[src/rtl/foosball_pkg.sv]
// Shared types and helpers for the foosball ball-event path.
package foosball_pkg;

  typedef enum logic [1:0] {IDLE, PLAY, GOAL_HOLD, OVER} game_state_t;

  typedef logic [1:0] hit_zone_t;
  localparam hit_zone_t ZONE_UP  = 2'b10;
  localparam hit_zone_t ZONE_MID = 2'b00;
  localparam hit_zone_t ZONE_LOW = 2'b11;

  localparam int unsigned PLAYER_H_DEF = 30;

  // Splits the player sprite into thirds; the row offset selects the bounce zone.
  function automatic hit_zone_t zone_of(input logic [5:0] off, input int unsigned player_h);
    if (32'(off) < player_h / 3) return ZONE_UP;
    if (32'(off) < (2 * player_h) / 3) return ZONE_MID;
    return ZONE_LOW;
  endfunction

endpackage

[src/rtl/frame_hit_latch.sv]
// Per-frame sticky overlap flag with capture of side data on the first hit of the frame.
module frame_hit_latch #(
  parameter int unsigned W = 1
) (
  input  logic         clk,
  input  logic         rst_n,
  input  logic         sof,
  input  logic         clr,
  input  logic         hit,
  input  logic [W-1:0] data_in,
  output logic         flag,
  output logic [W-1:0] data
);

  logic         flag_q, flag_d;
  logic [W-1:0] data_q, data_d;

  // A hit on the start-of-frame cycle opens the new frame rather than closing the old one.
  always_comb begin
    flag_d = flag_q;
    data_d = data_q;
    if (clr) begin
      flag_d = 1'b0;
      data_d = '0;
    end else if (sof) begin
      flag_d = hit;
      if (hit) data_d = data_in;
    end else begin
      flag_d = flag_q | hit;
      if (hit && !flag_q) data_d = data_in;
    end
  end

  always_ff @(posedge clk or negedge rst_n) begin
    if (!rst_n) begin
      flag_q <= 1'b0;
      data_q <= '0;
    end else begin
      flag_q <= flag_d;
      data_q <= data_d;
    end
  end

  assign flag = flag_q;
  assign data = data_q;

endmodule

[src/rtl/ball_event_detector.sv]
// Collects per-frame ball overlaps and emits collision/goal/doubleball pulses at frame start;
// also tracks the score and game-over state.
module ball_event_detector
  import foosball_pkg::*;
#(
  parameter int unsigned PLAYER_H      = PLAYER_H_DEF,
  parameter int unsigned WIN_SCORE     = 5,
  parameter int unsigned GOAL_HOLD_FRM = 60,
  parameter int unsigned COLL_GAP_FRM  = 4
) (
  input  logic       CLK,
  input  logic       RESETn,
  input  logic       startOfFrame,
  input  logic       move,
  input  logic       ball_dr,
  input  logic       player_dr,
  input  logic [5:0] player_offY,
  input  logic       goalL_dr,
  input  logic       goalR_dr,
  input  logic       bonus_dr,
  output logic       collision,
  output logic       X_direction,
  output logic       Y_direction,
  output logic       goal,
  output logic       doubleball,
  output logic [3:0] scoreL,
  output logic [3:0] scoreR,
  output logic       game_over
);

  localparam int unsigned HOLD_W = $clog2(GOAL_HOLD_FRM + 2);
  localparam int unsigned GAP_W  = $clog2(COLL_GAP_FRM + 2);
  localparam logic [3:0]  WIN    = 4'(WIN_SCORE);

  logic       p_f, gl_f, gr_f, b_f;
  logic [5:0] p_off;
  logic       gl_late, gr_late, b_data_unused;
  logic       gl_hit, gr_hit;

  assign gl_hit = ball_dr & goalL_dr;
  assign gr_hit = ball_dr & goalR_dr;

  // Goal latches record whether the other goal was already (or simultaneously) hit.
  frame_hit_latch #(.W(6)) u_hit_p (
    .clk(CLK), .rst_n(RESETn), .sof(startOfFrame), .clr(~move),
    .hit(ball_dr & player_dr), .data_in(player_offY), .flag(p_f), .data(p_off));
  frame_hit_latch #(.W(1)) u_hit_gl (
    .clk(CLK), .rst_n(RESETn), .sof(startOfFrame), .clr(~move),
    .hit(gl_hit), .data_in((gr_f & ~startOfFrame) | gr_hit), .flag(gl_f), .data(gl_late));
  frame_hit_latch #(.W(1)) u_hit_gr (
    .clk(CLK), .rst_n(RESETn), .sof(startOfFrame), .clr(~move),
    .hit(gr_hit), .data_in((gl_f & ~startOfFrame) | gl_hit), .flag(gr_f), .data(gr_late));
  frame_hit_latch #(.W(1)) u_hit_b (
    .clk(CLK), .rst_n(RESETn), .sof(startOfFrame), .clr(~move),
    .hit(ball_dr & bonus_dr), .data_in(1'b0), .flag(b_f), .data(b_data_unused));

  game_state_t       state_q, state_d;
  logic              move_q, move_d;
  logic [HOLD_W-1:0] hold_q, hold_d;
  logic [GAP_W-1:0]  gap_q, gap_d;
  hit_zone_t         zone_q, zone_d;
  logic              collision_q, collision_d, goal_q, goal_d, db_q, db_d;
  logic [3:0]        score_l_q, score_l_d, score_r_q, score_r_d;
  logic              game_over_q, game_over_d;

  logic move_rise, gl_win, gr_win, p_eff;

  assign move_rise = move & ~move_q;
  assign gl_win    = gl_f & (~gr_f | ~gl_late);
  assign gr_win    = gr_f & (~gl_f | ~gr_late);
  assign p_eff     = p_f & (gap_q == '0);

  always_comb begin
    state_d     = state_q;
    move_d      = move;
    hold_d      = hold_q;
    gap_d       = gap_q;
    zone_d      = zone_q;
    collision_d = 1'b0;
    goal_d      = 1'b0;
    db_d        = 1'b0;
    score_l_d   = score_l_q;
    score_r_d   = score_r_q;
    case (state_q)
      IDLE, OVER: begin
        if (move_rise) begin
          state_d   = PLAY;
          score_l_d = '0;
          score_r_d = '0;
          hold_d    = '0;
          gap_d     = '0;
        end
      end
      PLAY: begin
        if (!move) begin
          state_d = IDLE;
          hold_d  = '0;
          gap_d   = '0;
        end else if (startOfFrame) begin
          if (gap_q != '0) gap_d = gap_q - 1'b1;
          if (gr_win) begin
            goal_d    = 1'b1;
            score_l_d = (score_l_q < WIN) ? score_l_q + 4'd1 : score_l_q;
            state_d   = GOAL_HOLD;
            hold_d    = '0;
          end else if (gl_win) begin
            goal_d    = 1'b1;
            score_r_d = (score_r_q < WIN) ? score_r_q + 4'd1 : score_r_q;
            state_d   = GOAL_HOLD;
            hold_d    = '0;
          end else if (p_eff) begin
            collision_d = 1'b1;
            zone_d      = zone_of(p_off, PLAYER_H);
            gap_d       = GAP_W'(COLL_GAP_FRM);
          end else if (b_f) begin
            db_d = 1'b1;
          end
        end
      end
      GOAL_HOLD: begin
        if (!move) begin
          state_d = IDLE;
          hold_d  = '0;
          gap_d   = '0;
        end else if (startOfFrame) begin
          if (hold_q == HOLD_W'(GOAL_HOLD_FRM - 1)) begin
            hold_d  = '0;
            state_d = (score_l_q == WIN || score_r_q == WIN) ? OVER : PLAY;
          end else begin
            hold_d = hold_q + 1'b1;
          end
        end
      end
      default: state_d = IDLE;
    endcase
    game_over_d = (state_d == OVER);
  end

  always_ff @(posedge CLK or negedge RESETn) begin
    if (!RESETn) begin
      state_q     <= IDLE;
      move_q      <= 1'b0;
      hold_q      <= '0;
      gap_q       <= '0;
      zone_q      <= ZONE_MID;
      collision_q <= 1'b0;
      goal_q      <= 1'b0;
      db_q        <= 1'b0;
      score_l_q   <= '0;
      score_r_q   <= '0;
      game_over_q <= 1'b0;
    end else begin
      state_q     <= state_d;
      move_q      <= move_d;
      hold_q      <= hold_d;
      gap_q       <= gap_d;
      zone_q      <= zone_d;
      collision_q <= collision_d;
      goal_q      <= goal_d;
      db_q        <= db_d;
      score_l_q   <= score_l_d;
      score_r_q   <= score_r_d;
      game_over_q <= game_over_d;
    end
  end

  assign collision   = collision_q;
  assign Y_direction = zone_q[1];
  assign X_direction = zone_q[0];
  assign goal        = goal_q;
  assign doubleball  = db_q;
  assign scoreL      = score_l_q;
  assign scoreR      = score_r_q;
  assign game_over   = game_over_q;

endmodule

[config.mk]
export PLATFORM = sky130hd
export DESIGN_NAME = ball_event_detector
export DESIGN_NICKNAME = d
export VERILOG_FILES = /design/src/rtl/foosball_pkg.sv /design/src/rtl/frame_hit_latch.sv /design/src/rtl/ball_event_detector.sv
export SDC_FILE = /design/constraint.sdc
export NUM_CORES = 1
export LEC_CHECK = 0
export CAP_MARGIN = 0
export CORE_MARGIN = 10
export CORE_UTILIZATION = 56
export CTS_CLUSTER_SIZE = 24
export DETAILED_ROUTE_END_ITERATION = 10
export GPL_TIMING_DRIVEN = 1
export HOLD_SLACK_MARGIN = 0.03
export PLACE_DENSITY_LB_ADDON = 0.25
export SLEW_MARGIN = 20
export SYNTH_ARGS = -nofsm -noshare
export SYNTH_HDL_FRONTEND = slang
export SYNTH_HIERARCHICAL = 1
export SYNTH_SLANG_ARGS = --single-unit
[constraint.sdc]
create_clock -name CLK -period 2.12 [get_ports CLK]
set_clock_uncertainty 0.2 [all_clocks]
set_input_delay 0.212 -clock CLK [delete_from_list [all_inputs] [get_ports CLK]]
set_output_delay 0.212 -clock CLK [all_outputs]
set_load 0.01 [all_outputs]
==> reports/qor.csv <==
metric,value,unit
CTS buffer count,5,
Post-Syn Instances,231,
1st-iter DRT viols,100,
clock tree sinks,37,
Max clock buf depth,2,
Synth Net Count,257,
Die Y,83.65,um
Netlist Area Pre-Place,2268,um^2
"Warnings, synthesis",6,
Placed Cells,315,
vias in the first global route,1856,
Tot Pwr,2.781,mW
setup bufs post-CTS,0,
clk root buf,clkbuf_8,
post-synthesis average cell area,9.820,um^2
Crit Path Category,register to register,
Skew-Pair Late Insertion Delay,290,ps
"Design Area, Final",2831,um^2
vias after detailed routing,1829,
Setup crit start kind,register,
final core occ,71.30,%
Max Cap Viol,0,
DP Wirelength,3.605,mm
RSZ-0062 raised after global routing,no,
outcome,"finished, final reports clean",
Setup WS post-layout,119.4,ps
CP required,2140,ps
first-pass GRT wire length,8.445,mm
drt first pass iters,4,
Slew headroom,64.73,%
crit-path max FO,11,
CTS tree,done,
synth-to-layout area growth,24.82,%
final hold vios,0,
total gr overflow,0,
Diodes inserted,0,
crit path capture type,register,
largest net degree at the start of global routing,26,
initial core utilization,57.12,%
Setup-failing EPs final,0,
Crit path arrival time,2020,ps
Hold WS,226.3,ps
Port Buffer Count,27,
non-filler cells in the finished layout,324,
Fmax,0.4999,GHz
initial antenna violation count,0,
DRC Markers,0,
Core Region,3971,um^2
nets,299,
Avg WL per Cell,14.77,um
Min-Delay Path Class,input port to async pin,
DIE WIDTH,83.65,um
Peak VDD IR,0.4255,mV
via/cell ratio,5.645,
Total Wirelength,4.787,mm
pwr dens,982.1,nW/um^2
num rows,23,
Post-DP Area,2670,um^2
Tcrit/Tclk final,94.37,%
ANT nets after route,0,
GPL Wtd Cong,0.8167,
Static Leakage,1.274,nW
Slew @ Worst Pin,529.1,ps
Final Critical Period,2001,ps
Die ar.,6996,um^2
Max Slew Vio Count,0,
gr usage total,13.81,%
H-tree levels,2,
pre-CTS WS,7.022,ps
I/O pins,29,
Total Neg Setup Slack,0,ps
clock-pin slew on the worst setup and hold paths,80,ps
layout cells sized above 1,15.33,%
## flip-flops by register name, summed over array words and instances (netlist names), 2 cells and up
| signal | cells |
|---|---|
| hold_q | 6 |
| scoreL | 4 |
| u_hit_p/data | 5 |
| gap_q | 3 |
| state_q | 2 |
| zone_q | 2 |
| scoreR | 4 |
## routing by layer
layer  vias up  wire length [um]  track usage, %  part of all wire, %
met5         -                 0               0                    0
met4         0                40           3.196                 0.84
met3         6               264           3.906                  5.5
met2        57              2329           22.44                   49
met1       851              2152           17.59                   45
li1        915                 -               -                    -
## final cells by class
cell class / count / area, um^2
Clock inverter: 3 / 65.06
Sequential cell: 37 / 925.9
Inverter: 19 / 71.32
Fill cell: 324 / 1140
Tap cell: 50 / 62.56
Clock buffer: 5 / 68.82
Multi-Input combinational cell: 169 / 1252
Timing Repair Buffer: 41 / 385.4
## final timing paths
path,startpoint,endpoint,slack (ps),cells past startpoint
worst max-delay path,state_q[0],hold_q[5],120,5
worst min-delay path,RESETn,hold_q[2],230,2
worst max register to register,state_q[0],hold_q[5],120,5
worst min register to register,gap_q[0],gap_q[0],270,1
max in group asynchronous,RESETn,scoreR[3],980,3
min in group CLK,gap_q[0],gap_q[0],270,1
## where the power goes
part	internal [mW]	switching (mW)	total, mW	leakage (nW)
clock network	0.467	0.258	0.726	0.0681
logic	0.539	0.587	1.13	0.709
registers	0.820	0.109	0.929	0.496
total	1.83	0.954	2.78	1.27
## critical path, stage by stage, from the launching register on
cell and delay, ps:
dfrtp_1 430, inv_1 70, ha_2 360, a211o_1 290
or4_1 410, a21oi_1 170
## layout by cell type (no fill, tap or decap), types with 8 or more instances in the layout
| master | count |
|---|---|
| clkdlybuf4s50_1 | 26 |
| nand4_1 | 9 |
| nand3_1 | 8 |
| ha_1 | 9 |
| dfrtp_1 | 37 |
| nand2b_1 | 19 |
| buf_4 | 12 |
| mux2i_1 | 10 |
| nor2_1 | 13 |
| nand2_1 | 14 |
| inv_1 | 18 |
## repair_timing
action | CTS | global route
hold buffers | 1 | 0
resized for setup | 1 | 3
cloned | 0 | 0
pin swaps | 0 | 0
endpoints found under the setup margin | 3 | 5
hold endpoints to repair | 23 | 0
Power figures use the tool's default switching activity.
